$ cat config.mk
export PLATFORM = sky130hd
export DESIGN_NAME = mem_arbiter
export DESIGN_NICKNAME = d
export VERILOG_FILES = /design/src/rtl/mem_arbiter.sv
export SDC_FILE = /design/constraint.sdc
export NUM_CORES = 1
export LEC_CHECK = 0
export ABC_AREA = 1
export BUFFER_PORTS_ARGS = -buffer_cell sky130_fd_sc_hd__buf_2
export CORE_AREA = 2 2 116 118
export CTS_CLUSTER_DIAMETER = 150
export DETAILED_ROUTE_END_ITERATION = 12
export DIE_AREA = 0 0 118 120
export GPL_ROUTABILITY_DRIVEN = 0
export PLACE_DENSITY_LB_ADDON = 0.05
export SYNTH_ARGS = -nofsm -noshare
export SYNTH_HDL_FRONTEND = slang
export SYNTH_SLANG_ARGS = --single-unit
$ cat constraint.sdc
create_clock -name clk -period 3.18 [get_ports clk]
set_clock_uncertainty 0.15 [all_clocks]
set_input_delay 0.159 -clock clk [delete_from_list [all_inputs] [get_ports clk]]
set_output_delay 0.159 -clock clk [all_outputs]
set_load 0.01 [all_outputs]
$ cat src/rtl/mem_arbiter.sv
// Single-port MIX core memory arbiter. The CPU has fixed priority over three
// device channels. The channels are served round-robin among themselves. A
// per-channel wait counter lets a starving channel pre-empt the CPU for one
// cycle. Grants are combinational. Read data returns one cycle after grant.
module mem_arbiter #(
    parameter int unsigned AW      = 12,
    parameter int unsigned DW      = 31,
    parameter int unsigned MAXWAIT = 8
) (
    input  logic            clk,
    input  logic            reset,
    input  logic            cpu_req,
    input  logic            cpu_we,
    input  logic [AW-1:0]   cpu_addr,
    input  logic [DW-1:0]   cpu_wdata,
    output logic            cpu_gnt,
    output logic            cpu_rvalid,
    output logic            cpu_stall,
    input  logic [2:0]      ch_req,
    input  logic [2:0]      ch_we,
    input  logic [3*AW-1:0] ch_addr,
    input  logic [3*DW-1:0] ch_wdata,
    output logic [2:0]      ch_gnt,
    output logic [2:0]      ch_rvalid,
    output logic [DW-1:0]   rdata,
    output logic [AW-1:0]   mem_addr,
    output logic            mem_we,
    output logic [DW-1:0]   mem_wdata,
    input  logic [DW-1:0]   mem_rdata
);

    localparam logic [7:0] MaxWait = 8'(MAXWAIT);

    logic [1:0] rr_ptr_q, rr_ptr_d;
    logic [7:0] wait_cnt_q [3];
    logic [7:0] wait_cnt_d [3];
    logic       rd_cpu_q;
    logic [2:0] rd_ch_q;
    logic [2:0] urgent;

    // First set bit of mask, scanning from (ptr+1) mod 3 upward with wrap.
    function automatic logic [2:0] rr_pick(input logic [2:0] mask, input logic [1:0] ptr);
        logic [2:0] res;
        logic [1:0] idx;
        res = '0;
        for (int k = 0; k < 3; k++) begin
            idx = 2'((int'(ptr) + 1 + k) % 3);
            if (mask[idx] && (res == 3'b000)) begin
                res[idx] = 1'b1;
            end
        end
        return res;
    endfunction

    // Urgency: a channel still requesting after MAXWAIT waited cycles.
    always_comb begin
        urgent = '0;
        for (int i = 0; i < 3; i++) begin
            urgent[i] = ch_req[i] && (wait_cnt_q[i] == MaxWait);
        end
    end

    // Grant selection: urgent channels, then CPU, then ordinary channels.
    always_comb begin
        cpu_gnt = 1'b0;
        ch_gnt  = '0;
        if (!reset) begin
            if (|urgent) begin
                ch_gnt = rr_pick(urgent, rr_ptr_q);
            end else if (cpu_req) begin
                cpu_gnt = 1'b1;
            end else begin
                ch_gnt = rr_pick(ch_req, rr_ptr_q);
            end
        end
    end

    assign cpu_stall = cpu_req & ~cpu_gnt;

    // Memory port mux; an idle cycle still presents the CPU address.
    always_comb begin
        mem_addr  = cpu_addr;
        mem_we    = 1'b0;
        mem_wdata = '0;
        if (cpu_gnt) begin
            mem_we    = cpu_we;
            mem_wdata = cpu_wdata;
        end
        for (int i = 0; i < 3; i++) begin
            if (ch_gnt[i]) begin
                mem_addr  = ch_addr[i*AW +: AW];
                mem_we    = ch_we[i];
                mem_wdata = ch_wdata[i*DW +: DW];
            end
        end
    end

    // Next round-robin pointer: follows the last channel granted.
    always_comb begin
        rr_ptr_d = rr_ptr_q;
        unique case (ch_gnt)
            3'b001:  rr_ptr_d = 2'd0;
            3'b010:  rr_ptr_d = 2'd1;
            3'b100:  rr_ptr_d = 2'd2;
            default: rr_ptr_d = rr_ptr_q;
        endcase
    end

    // Next wait counts: cleared on grant or withdrawal, else saturating count.
    always_comb begin
        for (int i = 0; i < 3; i++) begin
            wait_cnt_d[i] = wait_cnt_q[i];
            if (ch_gnt[i] || !ch_req[i]) begin
                wait_cnt_d[i] = '0;
            end else if (wait_cnt_q[i] != MaxWait) begin
                wait_cnt_d[i] = wait_cnt_q[i] + 8'd1;
            end
        end
    end

    // Arbitration state registers.
    always_ff @(posedge clk) begin
        if (reset) begin
            rr_ptr_q <= 2'd2;
            for (int i = 0; i < 3; i++) begin
                wait_cnt_q[i] <= '0;
            end
        end else begin
            rr_ptr_q <= rr_ptr_d;
            for (int i = 0; i < 3; i++) begin
                wait_cnt_q[i] <= wait_cnt_d[i];
            end
        end
    end

    // Read-return tracking: remember which requester was granted a read.
    always_ff @(posedge clk) begin
        if (reset) begin
            rd_cpu_q <= 1'b0;
            rd_ch_q  <= '0;
        end else begin
            rd_cpu_q <= cpu_gnt & ~cpu_we;
            rd_ch_q  <= ch_gnt & ~ch_we;
        end
    end

    // Gating with reset kills a read granted in the cycle before reset.
    assign cpu_rvalid = rd_cpu_q & ~reset;
    assign ch_rvalid  = rd_ch_q & {3{~reset}};
    assign rdata      = mem_rdata;

endmodule

=== Yosys cells after proc, flatten, opt, wreduce, memory -nomap -nowiden ===
Memory sizes are Yosys's and may differ from the RTL's.
Index checks and enable logic that the tools add are counted.

* Register bits: 6
* Latch bits: 0
* Memory bits (writable): 24
* Bits in read-only memories: 0
* Bits of input ports: 213
* Output and inout port bits: 84
* Logic and storage cells: 130
* Memories: 1

* $add $sub $neg: 6
* Multipliers: 0
* Div/mod/pow operators: 3
* $lt $le $gt $ge: 6
* Equal/unequal tests: 9
* Shifts and indexed selects: 0
* Muxes and demuxes: 64
* Bitwise operators: 16
* Reductions and logical operators: 22

{| class="wikitable"
|+ Memories
! name !! words !! width !! read ports !! clocked after Yosys merged registers in !! wr ports !! RTL line !! RTL
|-
| wait_cnt_q || 3 || 8 || 3 || 0 || 3 || 35 || <nowiki>logic [7:0] wait_cnt_q [3];</nowiki>
|}

{| class="wikitable"
|+ Operators by type and width
! cell !! number
|-
| 31-bit two-way mux || 4
|-
| 32-bit by 3-bit remainder unit with 32-bit output (second input constant) || 3
|-
| 8-bit two-way mux || 9
|-
| 3-bit two-way mux || 19
|-
| 12-bit two-way mux || 3
|-
| 32-bit by 2-bit adder with 32-bit output (second input constant) || 1
|-
| 8-bit by 1-bit adder with 8-bit output (second input constant) || 3
|-
| 8-bit by 4-bit == test with 1-bit output (second input constant) || 3
|-
| 8-bit by 4-bit inequality test with 1-bit output (second input constant) || 3
|-
| 1-bit two-way mux || 19
|-
| 1-bit binary-select mux with 2-bit select || 6
|-
| 3-bit zero test || 4
|-
| 3-bit bitwise OR || 4
|-
| 1-bit logical AND || 10
|-
| 2-bit by 3-bit less-than comparator with 1-bit output (second input constant) || 3
|-
| 3-bit AND || 2
|-
| 1-bit demux with 2-bit select || 3
|-
| 2-bit by 1-bit >= comparator with 1-bit output (second input constant) || 3
|-
| 2-bit one-hot mux with 3 select lines || 1
|-
| 3-bit by 2-bit adder with 4-bit output (second input constant) || 1
|-
| 2-bit by 1-bit adder with 3-bit output (second input constant) || 1
|-
| 1-bit AND || 3
|-
| 3-bit by 1-bit == test with 1-bit output (second input constant) || 1
|-
| 3-bit by 2-bit == test with 1-bit output (second input constant) || 1
|-
| 8 further kinds || 16
|}

=== Depth between registers and ports, before layout ===
Gate-level depths: netlist of run 1.

* Depth in word-level cells: 25
* Gate-level depth with buffers: 26
* Depth with buffers taken out: 25

=== Least setup slack after synthesis of run 1 ===
OpenSTA, ideal clock, no wires.

* Path type: flip-flop to output port
* From: register rr_ptr_q[0]
* To: output mem_addr[10]
* Arrival: 2.550 ns
* Data required time: 2.871 ns
* Path slack: 0.321 ns
* Cell stages (with the launch flop): 22
* Buffers on the path: 2
* Path through: dfxtp_1 inv_1 ha_1 buf_4 o21ai_2 nand3_1 nand4_1 nand3_1 nor2_2 nand2_1 nand2_1 nand3_1 nand2_1 nand2_1 clkinv_1 nand2_2 nor2_4 buf_6 nand2_1 nand3_1 o21ai_1 inv_1

* Word-level cells in the longest chain between the ends: 25
* Elaborated cells on any way between the ends: 67
* Classes of those cells: add/sub: 3; div: 3; order compare: 6; mux: 40; bitwise: 4; reduce/logical: 11

{| class="wikitable"
|+ RTL lines
! what !! RTL line !! RTL
|-
| from (decl) || 34 || <nowiki>logic [1:0] rr_ptr_q, rr_ptr_d;</nowiki>
|-
| from (signal assigned) || 129 || <nowiki>rr_ptr_q <= rr_ptr_d;</nowiki>
|-
| 2-bit by 1-bit adder with 3-bit output * || 47 || <nowiki>idx = 2'((int'(ptr) + 1 + k) % 3);</nowiki>
|-
| parallel branches: the longest is 19 deep, another holds 32-bit by 2-bit adder with 32-bit output || - ||
|-
| 3-bit two-way mux * || 68 || <nowiki>if (|urgent) begin</nowiki>
|-
| 3-bit two-way mux * || 67 || <nowiki>if (!reset) begin</nowiki>
|-
| 12-bit two-way mux (2 in series) || 90 || <nowiki>if (ch_gnt[i]) begin</nowiki>
|-
| 12-bit two-way mux * || 90 ||
|-
| to (decl) || 26 || <nowiki>output logic [AW-1:0] mem_addr,</nowiki>
|}

Every way passes the cells marked *. The select of a mux whose other input is x is not followed.

=== Worst setup path after layout of run 1 ===
* From: register rr_ptr_q[0]
* To: output mem_addr[2]

Same word-level chain as after synthesis.

==> impl_metrics.py, run 1 <==
metrics = {
    "outcome": {
        "outcome": "finished with violations",
        "violations": "setup timing",
    },
    "sta": {
        "hold_viol": 0,
        "fin_crit_ns": 3.34,
        "setup-tns-final_ns": -3.43,
        "slew_viol_final": 0,
        "rsz0062_at_grt": "true",
        "worstMarginPinSlew_ns": 0.341,
        "setup_viol": 43,
        "fin_ws_ns": -0.162,
        "period_share_pct": 105,
        "hold_ws_ns": 0.00963,
        "slew_headroom_pct": 77.2,
        "fmax_ghz": 0.299,
    },
    "placement": {
        "dp_hpwl_um": 13300,
        "dpl_cell_area_sq_um": 4940,
        "place_ws_ns": -0.0608,
        "dp.cells": 1034,
        "portBuffers": 234,
    },
    "layout": {
        "fillers": 1413,
        "fin_area_sq_um": 5930,
        "multi_input_area_sq_um": 2660,
        "num-nets-final": 1113,
        "layout.cells.non_filler": 1067,
        "area_delta_synth_final_pct": 65.7,
        "num_antenna_cells": 0,
        "drive_gt1_share_pct": 47.4,
        "ff_latch_area_sq_um": 603,
    },
    "worst_hold_path": {
        "hold_path.class": "in -> reg",
        "hold_depth": 2,
    },
    "clock_network": {
        "cts_buffers": 5,
        "clk_path_buf_depth": 2,
        "path_clk_slew_ns": 0.05,
        "h-tree-depth": 2,
        "clkLatencyLatePin_ns": 0.27,
        "cts_root_buf": "clkbuf_16",
        "cts.sinks": 30,
        "tritoncts": "done",
    },
    "route": {
        "routed-via-count": 4931,
        "drtIter0Drc": 237,
        "drtAntennaViolNets": 0,
        "post_drt_wl_per_cell_um": 15.3,
        "drt_drc_violations_left": 0,
        "wirelength_um": 16300,
        "drt_pass1_iterations": 5,
        "viasPerCell": 4.62,
    },
    "setup_path": {
        "max_stage_delay_ns": 0.33,
        "cp_slowest_cell": "dfxtp_2",
        "cp-end-kind": "output pin",
        "crit_fanout": 6,
        "worstSetupStartpointType": "flop",
        "r2r_slack_ns": 0.33,
        "crit_top_cell": "nand2_2",
        "crit_chain": "inv_2, ha_4, inv_4, buf_6, nand3_4, nand2_2, inv_4, nand2_2, nand3b_1, nand2_2, o21bai_1, nand3_1, nand2_1, nand2_2, a21oi_4, nor2_4, buf_12, buf_4, nand2_2, nand3_2, o21ai_1, inv_1, buf_2",
        "crit_type": "reg -> out",
        "reg2reg_depth": 24,
        "required_ns": 2.87,
        "arrival_ns": 3.03,
    },
    "die": {
        "rows": 42,
        "die_h_um": 120,
        "die_area_sq_um": 14200,
        "core-area_sq_um": 13000,
        "start_util_pct": 27.6,
        "io_pins": 297,
        "die_w_um": 118,
    },
    "synth": {
        "avgSynthCellArea_sq_um": 5.57,
        "yosysWarnings": 0,
        "synth_cell_type_count": 32,
        "syn_nets": 866,
        "synth-seq-cells": 30,
        "synth_area_sq_um": 3580,
        "synthCells": 643,
        "seq_area_frac_synth_pct": 16.8,
    },
    "power_and_ir_drop": {
        "ir_worst_vdd_mv": 0.269,
        "switchingPower_mw": 2.08,
        "clkPwrFrac_pct": 11.0,
        "p_seq_share_pct": 9.7,
        "p_int_mw": 2.27,
        "p_leak_nw": 3.29,
        "p_comb_share_pct": 79.3,
        "powerDensity_nw_per_um2": 732,
        "p_sw_share_pct": 47.8,
    },
    "global_routing": {
        "track_usage_pct": 21.1,
        "antenna_found_initial": 2,
        "grt_max_degree": 24,
        "grt_util_met1_pct": 26.2,
        "grt_use_met3_pct": 6.46,
        "overflow": 0,
        "grt_pass1_wl_um": 24000,
        "grt_pass1_vias": 4686,
        "use_met2_pct": 35.6,
        "busiest_layer": "met2",
    },
    "job": {
        "drv_cap": 0,
    },
}
==> cell type report <==
type                    count  area share, %
repair buffers            294           31.8
multi-input cells         453           44.8
clock inverters             2          0.211
clock buffers               6           2.34
flip-flops and latches     30           10.2
well taps                 176           3.71
inverters                 106           7.00
==> synthesized netlist by cell type <==
cell	count	area (sq um)
xnor2_1	1	8.76
nor3b_1	4	30.0
a31oi_1	1	6.26
o21ai_0	12	60.1
nand4_1	3	18.8
o21bai_1	2	15.0
nand3_1	70	350
inv_2	5	18.8
clkinv_1	3	11.3
ha_1	10	125
xor2_1	8	70.1
buf_2	9	45.0
o21ai_1	41	205
dfxtp_1	30	601
a21oi_2	1	8.76
nor3_1	11	55.1
o21ai_2	2	17.5
nand3b_1	1	7.51
a21oi_1	39	195
buf_4	34	255
nand2_2	2	12.5
a211oi_1	3	22.5
nand2_1	177	664
nor2_4	3	33.8
buf_6	5	56.3
nor2_2	4	25.0
nand3_2	4	40.0
nor2_1	50	188
clkbuf_1	6	22.5
a21oi_4	2	32.5
inv_1	98	368
nor4_1	2	12.5
==> metrics by stage <==
step | utilization, % | total power [mW]
3_5_place_dp | 38.1 | 3.11
4_1_cts | 42.5 | 3.95
6_report | 45.7 | 4.35
2_1_floorplan | - | 2.06
3_3_place_gp | 38.1 | 3.10
5_1_grt | 45.7 | 4.69
==> state kept, by name, summed over array words and instances (netlist names) <==
register    count
wait_cnt_q     24
rd_ch_q         3
rr_ptr_q        2
rd_cpu_q        1
==> timing repair <==
item                       4_1_cts  5_1_grt
gates resized for setup         57      108
hold buffers                     4        0
buffers inserted                12        8
gates cloned                     3        0
hold endpoints to repair         4        0
pin swaps                       20       20
setup endpoints to repair       45       45
==> worst max-delay path: cells and delay by family (launching register included) <==
kind | cells | cell delay [ns]
AOI/OAI and AO/OA | 3 | 0.42
adders and majority gates | 1 | 0.33
buffers and inverters | 8 | 0.73
DFF | 1 | 0.33
and+or+nand+nor | 11 | 0.94
==> cells in the final DEF (no fill, tap or decap), types with 4 or more instances in the layout <==
master / netlist / layout
nor2_4: 3 / 7
xor2_1: 8 / 8
nand3_4: 0 / 5
a21oi_1: 39 / 37
nand2_4: 0 / 12
o21ai_2: 2 / 15
nand2_2: 2 / 30
dlygate4sd3_1: 0 / 4
o21ai_0: 12 / 7
buf_2: 9 / 223
nand3_1: 70 / 44
nor3_1: 11 / 10
inv_2: 5 / 10
ha_1: 10 / 8
inv_1: 98 / 90
nor3b_1: 4 / 4
dfxtp_1: 30 / 28
buf_6: 5 / 22
o21ai_1: 41 / 32
buf_12: 0 / 9
nor2_1: 50 / 47
buf_4: 34 / 34
nand2_1: 177 / 137
inv_4: 0 / 5
clkbuf_16: 0 / 5
nand3_2: 4 / 25
==> cell families after synthesis <==
kind of cell	share of synthesized area [%]
simple gates	40.1
compound gates	15.7
xor+xnor	2.20
flops	16.8
buf+inv	21.7
fa+ha+maj	3.49
==> metal layers <==
metal | up-vias | wire [um]
met4 | 2 | 297
met2 | 203 | 7840
li1 | 2488 | -
met5 | - | 10
met3 | 18 | 1410
met1 | 2220 | 6780
==> power groups by stage <==
stage                     Combinational, mW  Clock [mW]  Sequential (mW)
after floorplan                        1.63           0            0.423
after global placement                 2.68           0            0.422
after detailed placement               2.68           0            0.423
after CTS                              3.04       0.495            0.421
after global routing                   3.76       0.508            0.424
final                                  3.45       0.478            0.421
==> worst paths after layout <==
path	start	end
worst min register to register	wait_cnt_q[0][16]$_SDFFE_PP0P_	wait_cnt_q[0][16]$_SDFFE_PP0P_
worst max register to register	rr_ptr_q[0]$_SDFFE_PP0P_	rr_ptr_q[1]$_SDFFE_PP1P_
worst min-delay path	reset	rd_cpu_q$_SDFF_PP0_
worst max-delay path	rr_ptr_q[0]$_SDFFE_PP0P_	mem_addr[2]
Note: power is estimated with default switching activity, not from simulation.
==> run 2: changes to the inputs <==
Settings changed: ABC_AREA 1 to default, CORE_AREA 2 2 116 118 to 2 2 114 116, DIE_AREA 0 0 118 120 to 0 0 116 118.
==> run 2 against run 1 <==
  * The run still ends with setup timing left
  * Critical path depth shrank 10
  * Die area shrank 3.3%
  * Wire length grew 9.5%
  * Sequential cell count is the same
  * Maximum frequency shrank 3.4%
  * Sequential power grew 3%
  * Via count shrank 5.7%
  * Clock-buffer cell count is the same
  * Hold slack gained 0.080 ns
  * Register-to-register slack lost 0.29 ns
  * Total power shrank 2.6%
  * Critical path type unchanged
==> impl_metrics.py, run 2 <==
metrics = {
    "outcome": {
        "outcome": "finished with violations",
        "violations": "setup timing",
    },
    "setup_path": {
        "crit_type": "reg -> out",
        "crit_fanout": 9,
        "rr_endpoint": "wait_cnt_q[0][4]$_SDFFE_PP0P_",
        "max_stage_delay_ns": 0.38,
        "crit_chain": "inv_4, ha_4, buf_6, nor3_4, a21oi_2, o2111a_1, a221oi_2, a41oi_4, buf_12, clkbuf_16, a221o_1, o22a_1, buf_2",
        "required_ns": 2.87,
        "crit_family": "compound AO/OA/AOI/OAI gates",
        "worstSetupStartpointType": "flop",
        "crit_cells": 13,
        "cp_slowest_cell": "dfxtp_4",
        "r2r_slack_ns": 0.04,
        "arrival_ns": 3.15,
        "reg2reg_depth": 14,
        "cp-end-kind": "output pin",
        "r2r_start": "rr_ptr_q[0]$_SDFFE_PP0P_",
        "crit_buf_inv": 5,
    },
    "route": {
        "wirelength_um": 17900,
        "drtAntennaViolNets": 0,
        "viasPerCell": 5.21,
        "post_drt_wl_per_cell_um": 20.0,
        "drt_pass1_iterations": 5,
        "drt_drc_violations_left": 0,
        "drtIter0Drc": 309,
        "routed-via-count": 4651,
    },
    "layout": {
        "largest_register_ffs": 24,
        "fin_area_sq_um": 6250,
        "final_core_util_pct": 50.3,
        "layout_common_cells": "buf_2, buf_4, nor2_1",
        "fillers": 1202,
        "num-nets-final": 945,
        "area_delta_synth_final_pct": 71.1,
        "layout_commonest_cell": "buf_2",
        "drive_gt1_share_pct": 59.5,
        "num_antenna_cells": 0,
        "regMostFlops": "wait_cnt_q",
        "largest_registers": "wait_cnt_q: 24 flops, rd_ch_q: 3 flops, rr_ptr_q: 2 flops",
    },
    "power_and_ir_drop": {
        "powerDensity_nw_per_um2": 678,
        "p_leak_nw": 2.87,
        "ir_worst_vdd_mv": 0.295,
    },
    "synth": {
        "syn_nets": 667,
        "synth_common_cells": "nor2_1, buf_4, a221o_1, nor3b_1, o22a_1",
        "synthCells": 444,
        "synth_area_leaders": "dfxtp_1, a221o_1, o22a_1",
        "synth_cell_type_count": 63,
        "avgSynthCellArea_sq_um": 8.23,
        "seq_area_frac_synth_pct": 16.4,
        "synth_top_area_cell": "dfxtp_1",
        "synth.top_cell.area_share_pct": 16.4,
        "synthArstFlopShare_pct": 0,
        "yosysWarnings": 0,
        "synth_ff_type": "dfxtp_1",
        "synth-seq-cells": 30,
        "synth_edf_count": 0,
        "synth_area_sq_um": 3650,
        "yosysMostFrequentCell": "nor2_1",
    },
    "global_routing": {
        "track_usage_pct": 24.1,
        "antenna_found_initial": 0,
        "grt_pass1_vias": 4489,
        "grt_pass1_wl_um": 25200,
        "grt_max_degree": 27,
        "overflow": 0,
    },
    "sta": {
        "setup_viol": 44,
        "slew_viol_final": 0,
        "fmax_ghz": 0.289,
        "fin_ws_ns": -0.280,
        "rsz0062_at_grt": "true",
        "worstMarginPinSlew_ns": 0.470,
        "period_share_pct": 109,
        "slew_headroom_pct": 68.4,
        "hold_ws_ns": 0.0893,
        "fin_crit_ns": 3.46,
        "hold_viol": 0,
    },
    "worst_hold_path": {
        "hold_path.class": "in -> reg",
        "hold_depth": 3,
        "min_from": "cpu_req",
        "worstHoldEndpoint": "rd_cpu_q$_SDFF_PP0_",
    },
    "clock_network": {
        "clkLatencyLatePin_ns": 0.28,
        "h-tree-depth": 2,
        "tritoncts": "done",
        "cts_buffers": 5,
        "cts_root_buf": "clkbuf_16",
        "cts.sinks": 30,
        "clk_path_buf_depth": 2,
        "path_clk_slew_ns": 0.06,
    },
    "die": {
        "die_area_sq_um": 13700,
        "die_h_um": 118,
        "start_util_pct": 29.4,
        "die_w_um": 116,
        "io_pins": 297,
        "core-area_sq_um": 12400,
        "rows": 41,
    },
    "placement": {
        "dp_hpwl_um": 14100,
        "portBuffers": 234,
        "dpl_cell_area_sq_um": 5280,
    },
    "job": {
        "drv_cap": 0,
    },
}
-- run 2: cell types whose count changed after synthesis, sizes merged, moves of 28 or more --
| cell | delta |
|---|---|
| nor3b | +28 |
| o21ai | -48 |
| a21oi | -35 |
| o22a | +31 |
| nand3 | -55 |
| inv | -76 |
| a221o | +33 |
| nand2 | -169 |
-- run 2: worst max-delay path by stage --
stage	slack, ns	to	startpoint
3_3_place_gp	-0.13	mem_wdata[22]	rr_ptr_q[0]$_SDFFE_PP0P_
3_5_place_dp	-0.16	mem_wdata[15]	rr_ptr_q[0]$_SDFFE_PP0P_
2_1_floorplan	0.19	mem_addr[10]	rr_ptr_q[0]$_SDFFE_PP0P_
6_report	-0.28	mem_wdata[6]	rr_ptr_q[0]$_SDFFE_PP0P_
5_1_grt	-0.36	mem_wdata[16]	rr_ptr_q[0]$_SDFFE_PP0P_
4_1_cts	-0.23	mem_wdata[25]	rr_ptr_q[0]$_SDFFE_PP0P_
-- run 2: power breakdown --
group          switching (mW)  leakage, nW  internal (mW)  total [mW]
registers              0.0244        0.245          0.410       0.434
logic                    1.60         2.56           1.73        3.33
clock network           0.168       0.0688          0.302       0.470
total                    1.80         2.87           2.44        4.23
-- run 2: stage by stage --
| step | std cells | total power [mW] | worst slack [ns] | TNS, ns |
|---|---|---|---|---|
| floorplan | 444 | 1.91 | 0.191 | 0 |
| global placement | 857 | 3.03 | -0.134 | -4.17 |
| detailed placement | 857 | 3.03 | -0.164 | -5.68 |
| CTS | 876 | 3.80 | -0.231 | -8.42 |
| global route | 893 | 4.47 | -0.362 | -14.01 |
| finish | 893 | 4.23 | -0.280 | -9.40 |
-- run 2: repair_timing --
item                                    CTS  global route
resized for setup                        58            48
cloned                                    1             7
pin swaps                                41            40
endpoints found under the setup margin   54            56
hold buffers                              4             0
hold endpoints to repair                  4             0
setup buffers                             8            12
-- run 2: cell families (layout without fill, tap and decap cells) --
family | Yosys count | count (layout) | synth area share (%)
and+or+nand+nor | 157 | 157 | 26.0
AOI/OAI and AO/OA | 116 | 116 | 29.8
buffers and inverters | 94 | 371 | 15.0
DFF | 30 | 30 | 16.4
xor gates and xnor gates | 22 | 22 | 5.28
muxes | 15 | 15 | 4.11
adders and majority gates | 10 | 10 | 3.43
-- run 2: cell type report --
class | instances | area, sq um | share of cell area [%]
multi-input cells | 320 | 2830 | 45.3
flip-flops and latches | 30 | 612 | 9.79
inverters | 28 | 115 | 1.84
well taps | 172 | 215 | 3.44
clock buffers | 6 | 139 | 2.22
repair buffers | 337 | 2340 | 37.4
-- run 2: routing by layer --
| metal | share of wire, % | global-route usage [%] |
|---|---|---|
| met5 | 0 | 0 |
| met2 | 46 | 38.6 |
| met4 | 2.8 | 7.44 |
| met3 | 10 | 8.29 |
| met1 | 41 | 30.2 |
-- run 2: worst reg2reg max path, cell delays in order, from the launching register on --
cell	delay, ns
dfxtp_4	0.38
inv_4	0.04
ha_4	0.24
buf_6	0.13
and3b_2	0.21
buf_6	0.12
a21o_1	0.17
a221o_1	0.38
o22ai_2	0.17
or2_4	0.21
buf_12	0.18
buf_6	0.11
nand3b_1	0.21
buf_4	0.22
nor3_2	0.13
==> run 3: changes to the inputs <==
Settings changed: PLACE_DENSITY from default to 0.7, PLACE_DENSITY_LB_ADDON 0.05 to default.
==> run 3 against run 2 <==
  * The flow still finishes with violations (setup timing)
  * Utilization is 3.0 points lower
  * Wire length grew 1.7%
  * Hold slack better by 0.019 ns
  * Register-to-register slack hardly changed
  * Maximum frequency is 2.3% lower
  * Final area decreased by 5.9%
  * Clock power is essentially flat
==> impl_metrics.py, run 3 (same netlist as run 2, synthesis figures left out) <==
metrics = {
    "route": {
        "wl_met1_um": 7050,
        "drtAntennaViolNets": 0,
        "wirelength_um": 18200,
        "dr_wl_met2_um": 7790,
        "post_drt_wl_per_cell_um": 21.1,
        "drt_drc_violations_left": 0,
        "viasPerCell": 5.35,
        "dr_wl_met3_um": 2980,
        "drt_pass1_iterations": 5,
        "topRoutingLayerUsed": "met4",
        "drtIter0Drc": 319,
        "routed-via-count": 4621,
    },
    "sta": {
        "worstMarginPinSlew_ns": 0.358,
        "fmax_ghz": 0.282,
        "fin_crit_ns": 3.54,
        "slew_viol_final": 0,
        "period_share_pct": 111,
        "slew_headroom_pct": 75.4,
        "setup_viol": 44,
        "setup-tns-final_ns": -11.51,
        "hold_viol": 0,
        "rsz0062_at_grt": "true",
        "fin_ws_ns": -0.363,
        "hold_ws_ns": 0.108,
    },
    "clock_network": {
        "clkLatencyLatePin_ns": 0.27,
        "clk_path_buf_depth": 2,
        "cts.sinks": 30,
        "tritoncts": "done",
        "path_clk_slew_ns": 0.05,
        "cts_buffers": 5,
        "cts_root_buf": "clkbuf_16",
        "h-tree-depth": 2,
    },
    "layout": {
        "layout.cells.non_filler": 864,
        "fillers": 1267,
        "largest_registers": "wait_cnt_q: 24 flops, rd_ch_q: 3 flops, rr_ptr_q: 2 flops",
        "area_delta_synth_final_pct": 60.9,
        "layout_common_cells": "buf_2, buf_4, nor2_1",
        "regMostFlops": "wait_cnt_q",
        "drive_gt1_share_pct": 54.8,
        "fin_area_sq_um": 5880,
        "num-nets-final": 914,
        "layout_commonest_cell": "buf_2",
        "largest_register_ffs": 24,
        "multi_input_area_sq_um": 2790,
        "ff_latch_area_sq_um": 607,
        "num_antenna_cells": 0,
        "final_core_util_pct": 47.3,
    },
    "die": {
        "start_util_pct": 29.4,
        "io_pins": 297,
        "rows": 41,
        "core-area_sq_um": 12400,
        "die_area_sq_um": 13700,
        "die_w_um": 116,
        "die_h_um": 118,
    },
    "setup_path": {
        "cp-end-kind": "output pin",
        "crit_type": "reg -> out",
        "crit_fanout": 5,
        "worstSetupStartpointType": "flop",
        "r2r_start": "rr_ptr_q[0]$_SDFFE_PP0P_",
        "required_ns": 2.87,
        "r2r_slack_ns": 0.03,
        "rr_endpoint": "rr_ptr_q[1]$_SDFFE_PP1P_",
        "arrival_ns": 3.23,
        "reg2reg_depth": 14,
    },
    "placement": {
        "dp.cells": 831,
        "portBuffers": 234,
        "dpl_cell_area_sq_um": 5040,
        "dp_hpwl_um": 14500,
    },
    "worst_hold_path": {
        "min_from": "cpu_req",
        "worstHoldEndpoint": "rd_cpu_q$_SDFF_PP0_",
        "hold_path.class": "in -> reg",
        "hold_depth": 3,
    },
    "power_and_ir_drop": {
        "p_leak_nw": 2.67,
        "ir_worst_vdd_mv": 0.308,
        "powerDensity_nw_per_um2": 680,
    },
    "global_routing": {
        "track_usage_pct": 24.8,
        "grt_pass1_wl_um": 25900,
        "overflow": 0,
        "grt_max_degree": 35,
        "antenna_found_initial": 0,
        "grt_pass1_vias": 4392,
    },
    "job": {
        "drv_cap": 0,
    },
    "outcome": {
        "outcome": "finished with violations",
        "violations": "setup timing",
    },
}
## run 3: worst max-delay path, cell delays in order, from the launching register on
cell and delay, ns:
dfxtp_4 0.38, inv_4 0.05, ha_4 0.15, buf_6 0.12, mux2i_4 0.18, nor3_2 0.22, a21oi_1 0.06, o2111a_1 0.27
a221oi_2 0.34, a41oi_4 0.10, buf_6 0.18, buf_8 0.13, clkbuf_16 0.15, a221o_1 0.30, o22a_1 0.17, buf_2 0.14
## run 3: where the power goes
group          internal [mW]  switching (mW)
Sequential             0.408          0.0210
Combinational           1.53            1.57
Clock                  0.309           0.159
## run 3: layout make-up
| type | instances | share of cell area, % |
|---|---|---|
| flip-flops and latches | 30 | 10.3 |
| repair buffers | 305 | 33.8 |
| clock inverters | 1 | 0.0851 |
| repair inverters | 1 | 0.149 |
| clock buffers | 7 | 2.43 |
| inverters | 28 | 2.09 |
| multi-input cells | 320 | 47.5 |
| well taps | 172 | 3.66 |
## run 3: how the worst max path moves through the flow
stage                             startpoint            end  depth (start not counted)
global route        rr_ptr_q[1]$_SDFFE_PP1P_  mem_wdata[19]                         15
finish              rr_ptr_q[1]$_SDFFE_PP1P_  mem_wdata[10]                         15
floorplan           rr_ptr_q[0]$_SDFFE_PP0P_   mem_addr[10]                         13
global placement    rr_ptr_q[0]$_SDFFE_PP0P_    mem_addr[0]                         12
detailed placement  rr_ptr_q[0]$_SDFFE_PP0P_    mem_addr[9]                         12
CTS                 rr_ptr_q[0]$_SDFFE_PP0P_   mem_wdata[9]                         14
## run 3: per-layer routing
| metal | up-vias | GRT usage (%) |
|---|---|---|
| met3 | 32 | 13.8 |
| met4 | 0 | 3.13 |
| met2 | 304 | 36.4 |
| met1 | 2140 | 32.2 |
| li1 | 2145 | - |
| met5 | - | 4.71 |
## run 3: per-stage QoR
| stage | power [mW] | setup slack (ns) |
|---|---|---|
| floorplan | 1.91 | 0.191 |
| global placement | 2.89 | -0.157 |
| detailed placement | 2.90 | -0.266 |
| CTS | 3.84 | -0.304 |
| global route | 4.23 | -0.474 |
| finish | 4.00 | -0.363 |
## run 3: what timing repair did
action | CTS | global route
hold buffers | 4 | 0
hold endpoints to repair | 4 | 0
resized for setup | 69 | 26
buffers inserted | 12 | 7
pin swaps | 52 | 26
setup endpoints to repair | 50 | 53
cloned | 4 | 2
